--- config.mk ---
export PLATFORM = sky130hd
export DESIGN_NAME = pool2_layer
export DESIGN_NICKNAME = d
export VERILOG_FILES = /design/src/rtl/pool2_pkg.sv /design/src/rtl/pool2_channel.sv /design/src/rtl/pool2_layer.sv
export SDC_FILE = /design/constraint.sdc
export NUM_CORES = 1
export LEC_CHECK = 0
export BUFFER_PORTS_ARGS = -buffer_cell sky130_fd_sc_hd__buf_4
export CAP_MARGIN = 25
export CORE_MARGIN = 3
export CORE_UTILIZATION = 55
export CTS_CLUSTER_DIAMETER = 50
export DETAILED_ROUTE_END_ITERATION = 8
export PLACE_DENSITY = 0.77
export REMOVE_ABC_BUFFERS = 1
export SLEW_MARGIN = 10
export SYNTH_ARGS = -nofsm -noshare
export SYNTH_HDL_FRONTEND = slang
export SYNTH_HIERARCHICAL = 1
export SYNTH_SLANG_ARGS = --single-unit
export TNS_END_PERCENT = 50
--- constraint.sdc ---
create_clock -name clk -period 3.4 [get_ports clk]
set_clock_uncertainty 0.15 [all_clocks]
set_input_delay 0 -clock clk [delete_from_list [all_inputs] [get_ports clk]]
set_output_delay 0 -clock clk [all_outputs]
set_load 0.005 [all_outputs]
--- src/rtl/pool2_pkg.sv ---
// Shared defaults and derived sizes for the 2x2/stride-2 max-pool stage.
package pool2_pkg;

    localparam int unsigned DEF_DATA_W = 8;
    localparam int unsigned DEF_IMG_W  = 8;
    localparam int unsigned DEF_IMG_H  = 8;
    localparam int unsigned DEF_OUT_W  = DEF_IMG_W / 2;
    localparam int unsigned DEF_OUT_H  = DEF_IMG_H / 2;
    localparam int unsigned DEF_COL_W  = $clog2(DEF_IMG_W);
    localparam int unsigned DEF_ROW_W  = $clog2(DEF_IMG_H);

    // Counter/index width that never collapses to zero bits.
    function automatic int unsigned cnt_w(input int unsigned n);
        return (n > 1) ? $clog2(n) : 1;
    endfunction

endpackage

--- src/rtl/pool2_channel.sv ---
// One channel of the max-pool datapath: horizontal pair max, line buffer of
// even-row pair maxima, and the final vertical max into the output register.
module pool2_channel
    import pool2_pkg::*;
#(
    parameter int unsigned DATA_W = DEF_DATA_W,
    parameter int unsigned BUF_N  = DEF_OUT_W,
    parameter int unsigned IDX_W  = 2
) (
    input  logic              clk,
    input  logic              rst_n,
    input  logic              in_valid,
    input  logic [DATA_W-1:0] pixel,
    input  logic              is_odd_col,
    input  logic              is_odd_row,
    input  logic [IDX_W-1:0]  buf_idx,
    output logic [DATA_W-1:0] pooled
);

    logic [DATA_W-1:0] hold_q, hold_d;
    logic [DATA_W-1:0] out_q, out_d;
    logic [DATA_W-1:0] hmax, vmax, line_rd;
    logic              line_wr_en;
    logic [DATA_W-1:0] line_buf_q [BUF_N];

    assign hmax       = (hold_q > pixel) ? hold_q : pixel;
    assign line_rd    = line_buf_q[buf_idx];
    assign vmax       = (line_rd > hmax) ? line_rd : hmax;
    assign line_wr_en = in_valid & is_odd_col & ~is_odd_row;

    always_comb begin
        hold_d = hold_q;
        out_d  = out_q;
        if (in_valid) begin
            if (!is_odd_col) begin
                hold_d = pixel;
            end else if (is_odd_row) begin
                out_d = vmax;
            end
        end
    end

    always_ff @(posedge clk or negedge rst_n) begin
        if (!rst_n) begin
            hold_q <= '0;
            out_q  <= '0;
        end else begin
            hold_q <= hold_d;
            out_q  <= out_d;
        end
    end

    // Contents are don't-care after reset: every read on an odd row is
    // preceded by a write to the same entry on the even row above.
    always_ff @(posedge clk) begin
        if (line_wr_en) begin
            line_buf_q[buf_idx] <= hmax;
        end
    end

    assign pooled = out_q;

endmodule

--- src/rtl/pool2_layer.sv ---
// Streaming 2x2/stride-2 max-pool over a 3-channel raster-order feature map;
// owns the shared col/row counters and the out_valid pulse.
module pool2_layer
    import pool2_pkg::*;
#(
    parameter int unsigned IMG_W  = DEF_IMG_W,
    parameter int unsigned IMG_H  = DEF_IMG_H,
    parameter int unsigned DATA_W = DEF_DATA_W
) (
    input  logic              clk,
    input  logic              rst_n,
    input  logic              in_valid,
    input  logic [DATA_W-1:0] in_1,
    input  logic [DATA_W-1:0] in_2,
    input  logic [DATA_W-1:0] in_3,
    output logic              out_valid,
    output logic [DATA_W-1:0] out_1,
    output logic [DATA_W-1:0] out_2,
    output logic [DATA_W-1:0] out_3
);

    localparam int unsigned OUT_W = IMG_W / 2;
    localparam int unsigned COL_W = cnt_w(IMG_W);
    localparam int unsigned ROW_W = cnt_w(IMG_H);
    localparam int unsigned IDX_W = cnt_w(OUT_W);

    logic [COL_W-1:0] col_q, col_d;
    logic [ROW_W-1:0] row_q, row_d;
    logic             out_valid_q, out_valid_d;
    logic             is_odd_col, is_odd_row, is_last_col, is_last_row;
    logic [IDX_W-1:0] buf_idx;

    assign is_odd_col  = col_q[0];
    assign is_odd_row  = row_q[0];
    assign is_last_col = (col_q == COL_W'(IMG_W - 1));
    assign is_last_row = (row_q == ROW_W'(IMG_H - 1));
    assign buf_idx     = IDX_W'(col_q >> 1);

    // Frame wrap shares the edge with the last window's pulse, so the next
    // frame's first pixel may follow with no idle cycle.
    always_comb begin
        col_d       = col_q;
        row_d       = row_q;
        out_valid_d = 1'b0;
        if (in_valid) begin
            out_valid_d = is_odd_col & is_odd_row;
            if (is_last_col) begin
                col_d = '0;
                row_d = is_last_row ? '0 : row_q + ROW_W'(1);
            end else begin
                col_d = col_q + COL_W'(1);
            end
        end
    end

    always_ff @(posedge clk or negedge rst_n) begin
        if (!rst_n) begin
            col_q       <= '0;
            row_q       <= '0;
            out_valid_q <= 1'b0;
        end else begin
            col_q       <= col_d;
            row_q       <= row_d;
            out_valid_q <= out_valid_d;
        end
    end

    assign out_valid = out_valid_q;

    pool2_channel #(.DATA_W(DATA_W), .BUF_N(OUT_W), .IDX_W(IDX_W)) u_ch1 (
        .clk       (clk),
        .rst_n     (rst_n),
        .in_valid  (in_valid),
        .pixel     (in_1),
        .is_odd_col(is_odd_col),
        .is_odd_row(is_odd_row),
        .buf_idx   (buf_idx),
        .pooled    (out_1)
    );

    pool2_channel #(.DATA_W(DATA_W), .BUF_N(OUT_W), .IDX_W(IDX_W)) u_ch2 (
        .clk       (clk),
        .rst_n     (rst_n),
        .in_valid  (in_valid),
        .pixel     (in_2),
        .is_odd_col(is_odd_col),
        .is_odd_row(is_odd_row),
        .buf_idx   (buf_idx),
        .pooled    (out_2)
    );

    pool2_channel #(.DATA_W(DATA_W), .BUF_N(OUT_W), .IDX_W(IDX_W)) u_ch3 (
        .clk       (clk),
        .rst_n     (rst_n),
        .in_valid  (in_valid),
        .pixel     (in_3),
        .is_odd_col(is_odd_col),
        .is_odd_row(is_odd_row),
        .buf_idx   (buf_idx),
        .pooled    (out_3)
    );

endmodule

==> reports/summary.txt <==
Pre-CTS WS -> -0.2108 ns
Clk slew on worst S/H paths -> 0.06 ns
Share of cells above drive strength 1 -> 34.19%
Final hold slack -> 0.03944 ns
HP Class -> input port to async pin
GRT met2 Usage -> 37.44%
Top Usage Layer GRT -> met2
Run status -> finished, final reports clean
Final period util -> 99.87%
Placed Cells -> 772
Total wire length -> 15.80 mm
Relative slew margins -> 40.27%
Final Hold Viols -> 0
Vias in the first global route -> 5029
Post-Syn Area -> 7470 sq um
Clock net sink count -> 151
FF-to-FF Start -> u_ch2/hold_q[1]
Maxcap violations -> 0
Ys Warns -> 6
GR Util met1 -> 29.09%
Initial core utilization -> 57.78%
Worst path arrival time -> 3.55 ns
Hpwl dp -> 10.85 mm
Post-synth top area share -> 38.59%
First-pass GRT wire length -> 25.34 mm
Die width -> 122.5 um
Routed via count -> 4844
NumNets Final -> 731
Initial antenna violation count -> 0
# H-tree levels -> 4
Leading area contributor after synthesis -> edfxtp_1
CP startpoint -> u_ch2/hold_q[1]
M3 GR Usage -> 5.622%
Setup crit end kind -> register
# port buffers -> 51
CTS Root Cell -> clkbuf_16
Worst endpoint required time -> 3.56 ns
Sequential share of the synthesized area -> 57.02%
Final core utilization -> 73.20%
Max-slew violations -> 0
Synthesized flop and latch total -> 151
Gpl congestion -> 0.9023
Post-route cell area -> 9463 sq um
Largest net degree at the start of global routing -> 56
Number of DRC markers in iteration 0 -> 339
Critical path fanouts, max -> 8
Fmax -> 0.2945 GHz
DP Area -> 8314 sq um
Die Ht -> 122.5 um
Synth-to-layout area growth -> 26.68%
Clock latency on the worst-skew pair -> 0.42 ns
Setup ws final -> 0.004339 ns
Post-synth EDFFs -> 96
Setup TNS -> 0 ns
Final setup violation count -> 0
Drt first pass iters -> 4
Tmin final -> 3.396 ns
Startpoint type of the worst setup path -> register
CP Class -> register to register
Total power -> 8.049 mW
Total GRT Usage -> 22.56%
Unrepaired setup endpoints after global routing -> true
Worst-Margin Slew -> 0.8878 ns
Netlist cell types -> 47
Power Dens Cells -> 850.6 nW/um^2
Global route overflow -> 0
Synth async-reset ratio -> 36.42%
Most used DFF post-synth -> edfxtp_1
Area contributors post-synth -> edfxtp_1 (39%), dfrtp_1 (18%), ha_1 (8.7%)
Core Footprint -> 12930 sq um
Pleak -> 4.053 nW
CTS Buffer Depth -> 2
Ant. Diodes -> 0
Num CTS Buffers -> 17
Die area -> 15020 sq um
I/O pin count -> 52
# DRC -> 0
Non-filler cells in the finished layout -> 836
WL/cell -> 18.89 um
Worst VDD drop -> 0.4858 mV
Post-Syn Area per Cell -> 14.31 sq um
Routed Antenna Nets -> 0
Syn Inst Count -> 522
CTS tree -> built
Vias per cell -> 5.794
Row cnt -> 41
[layout by cell type (no fill, tap or decap), types with 6 or more instances in the layout]
master         instances
dlygate4sd3_1         26
a21oi_2                8
a221o_1               22
ha_1                  40
and3_1                26
a21oi_1               14
buf_4                 87
o21ai_0               14
nand2b_1               6
inv_2                  8
nand2_1               37
mux4_1                 8
nor2_1                 8
clkbuf_16             17
ha_4                  12
buf_6                  6
mux2_2                10
mux4_2                16
edfxtp_1              96
mux2_4                17
dfrtp_1               54
o21ai_1                9
inv_1                 42
[layer usage]
metal / wire length, um / up-vias
met3: 723 / 30
met2: 7759 / 136
met1: 6936 / 2397
met4: 377 / 0
met5: 0 / -
li1: - / 2281
[Yosys cell counts, types with 2 or more instances]
| library cell | number |
|---|---|
| edfxtp_1 | 96 |
| dfrtp_1 | 55 |
| ha_1 | 52 |
| inv_1 | 50 |
| nand2_1 | 38 |
| and3_1 | 26 |
| a221o_1 | 22 |
| mux2_2 | 19 |
| a21oi_1 | 17 |
| mux4_2 | 16 |
| o21ai_0 | 16 |
| mux2_4 | 8 |
| mux4_1 | 8 |
| nor2_1 | 8 |
| o21ai_1 | 8 |
| nand2b_1 | 6 |
| a21oi_2 | 5 |
| clkbuf_1 | 5 |
| nand4_1 | 5 |
| o211ai_1 | 4 |
| a21o_1 | 3 |
| and3_2 | 3 |
| buf_2 | 3 |
| mux2_1 | 3 |
| mux2i_1 | 3 |
| nand3_1 | 3 |
| nand4_2 | 3 |
| nor2_2 | 3 |
| nor2b_2 | 3 |
| nor4_1 | 3 |
| o22ai_4 | 3 |
| a211o_1 | 2 |
| a31oi_2 | 2 |
| and2_1 | 2 |
| and3_4 | 2 |
| clkbuf_8 | 2 |
| nand3_2 | 2 |
| nor2_4 | 2 |
| nor4b_1 | 2 |
| o21ai_2 | 2 |
[final cells by class]
type                    count  area (sq um)
fillers                   817          3465
clock buffers              21         450.4
flip-flops and latches    151          4263
inverters                  50         187.7
well taps                 172         215.2
multi-input cells         311          3221
clock inverters            10         105.1
repair buffers            121          1021
[worst max-delay path, stage by stage (launching register included)]
cell      delay, ns
dfrtp_1        0.40
ha_4           0.22
nor2b_2        0.14
o211ai_1       0.18
a21oi_2        0.10
o22ai_4        0.24
mux2_4         0.35
inv_1          0.07
ha_1           0.23
and3_4         0.18
a221o_1        0.33
a21oi_2        0.18
a31oi_4        0.08
and3_1         0.18
a221o_1        0.26
[where the power goes]
part,switching [mW],internal [mW]
clock,0.699,1.09
combinational,1.71,1.80
sequential,0.304,2.45
[repair_timing]
item / 4_1_cts / 5_1_grt
hold buffers: 26 / 0
gates cloned: 0 / 1
buffers inserted: 2 / 4
pin swaps: 18 / 23
gates resized for setup: 14 / 39
setup endpoints to repair: 16 / 24
endpoints found under the hold margin: 205 / 0
[path summary, 6_finish.rpt]
check,endpoint,slack (ns),cells past startpoint
max,u_ch2/pooled[1],0.004,14
min,u_ch2/pooled[4],0.04,2
min reg2reg,row_q[2],0.36,1
max reg2reg,u_ch2/pooled[1],0.004,14
min in group clk,u_ch1/hold_q[0],0.22,3
max in group asynchronous,col_q[1],2.51,2
[registers in the layout (all words and copies together), names as in the netlist]
| signal | flops |
|---|---|
| col_q | 3 |
| out_valid | 1 |
| row_q | 3 |
| u_ch1/hold_q | 8 |
| u_ch1/line_buf_q | 32 |
| u_ch1/pooled | 8 |
| u_ch2/hold_q | 8 |
| u_ch2/line_buf_q | 32 |
| u_ch2/pooled | 8 |
| u_ch3/hold_q | 8 |
| u_ch3/line_buf_q | 32 |
| u_ch3/pooled | 8 |
[cell families after synthesis]
logic type / Yosys count / synth area share (%)
flops: 151 / 57.02
simple gates: 114 / 8.828
compound gates: 87 / 9.096
buf+inv: 61 / 3.384
mux: 57 / 12.96
fa+ha+maj: 52 / 8.710
Power figures use the tool's default switching activity.
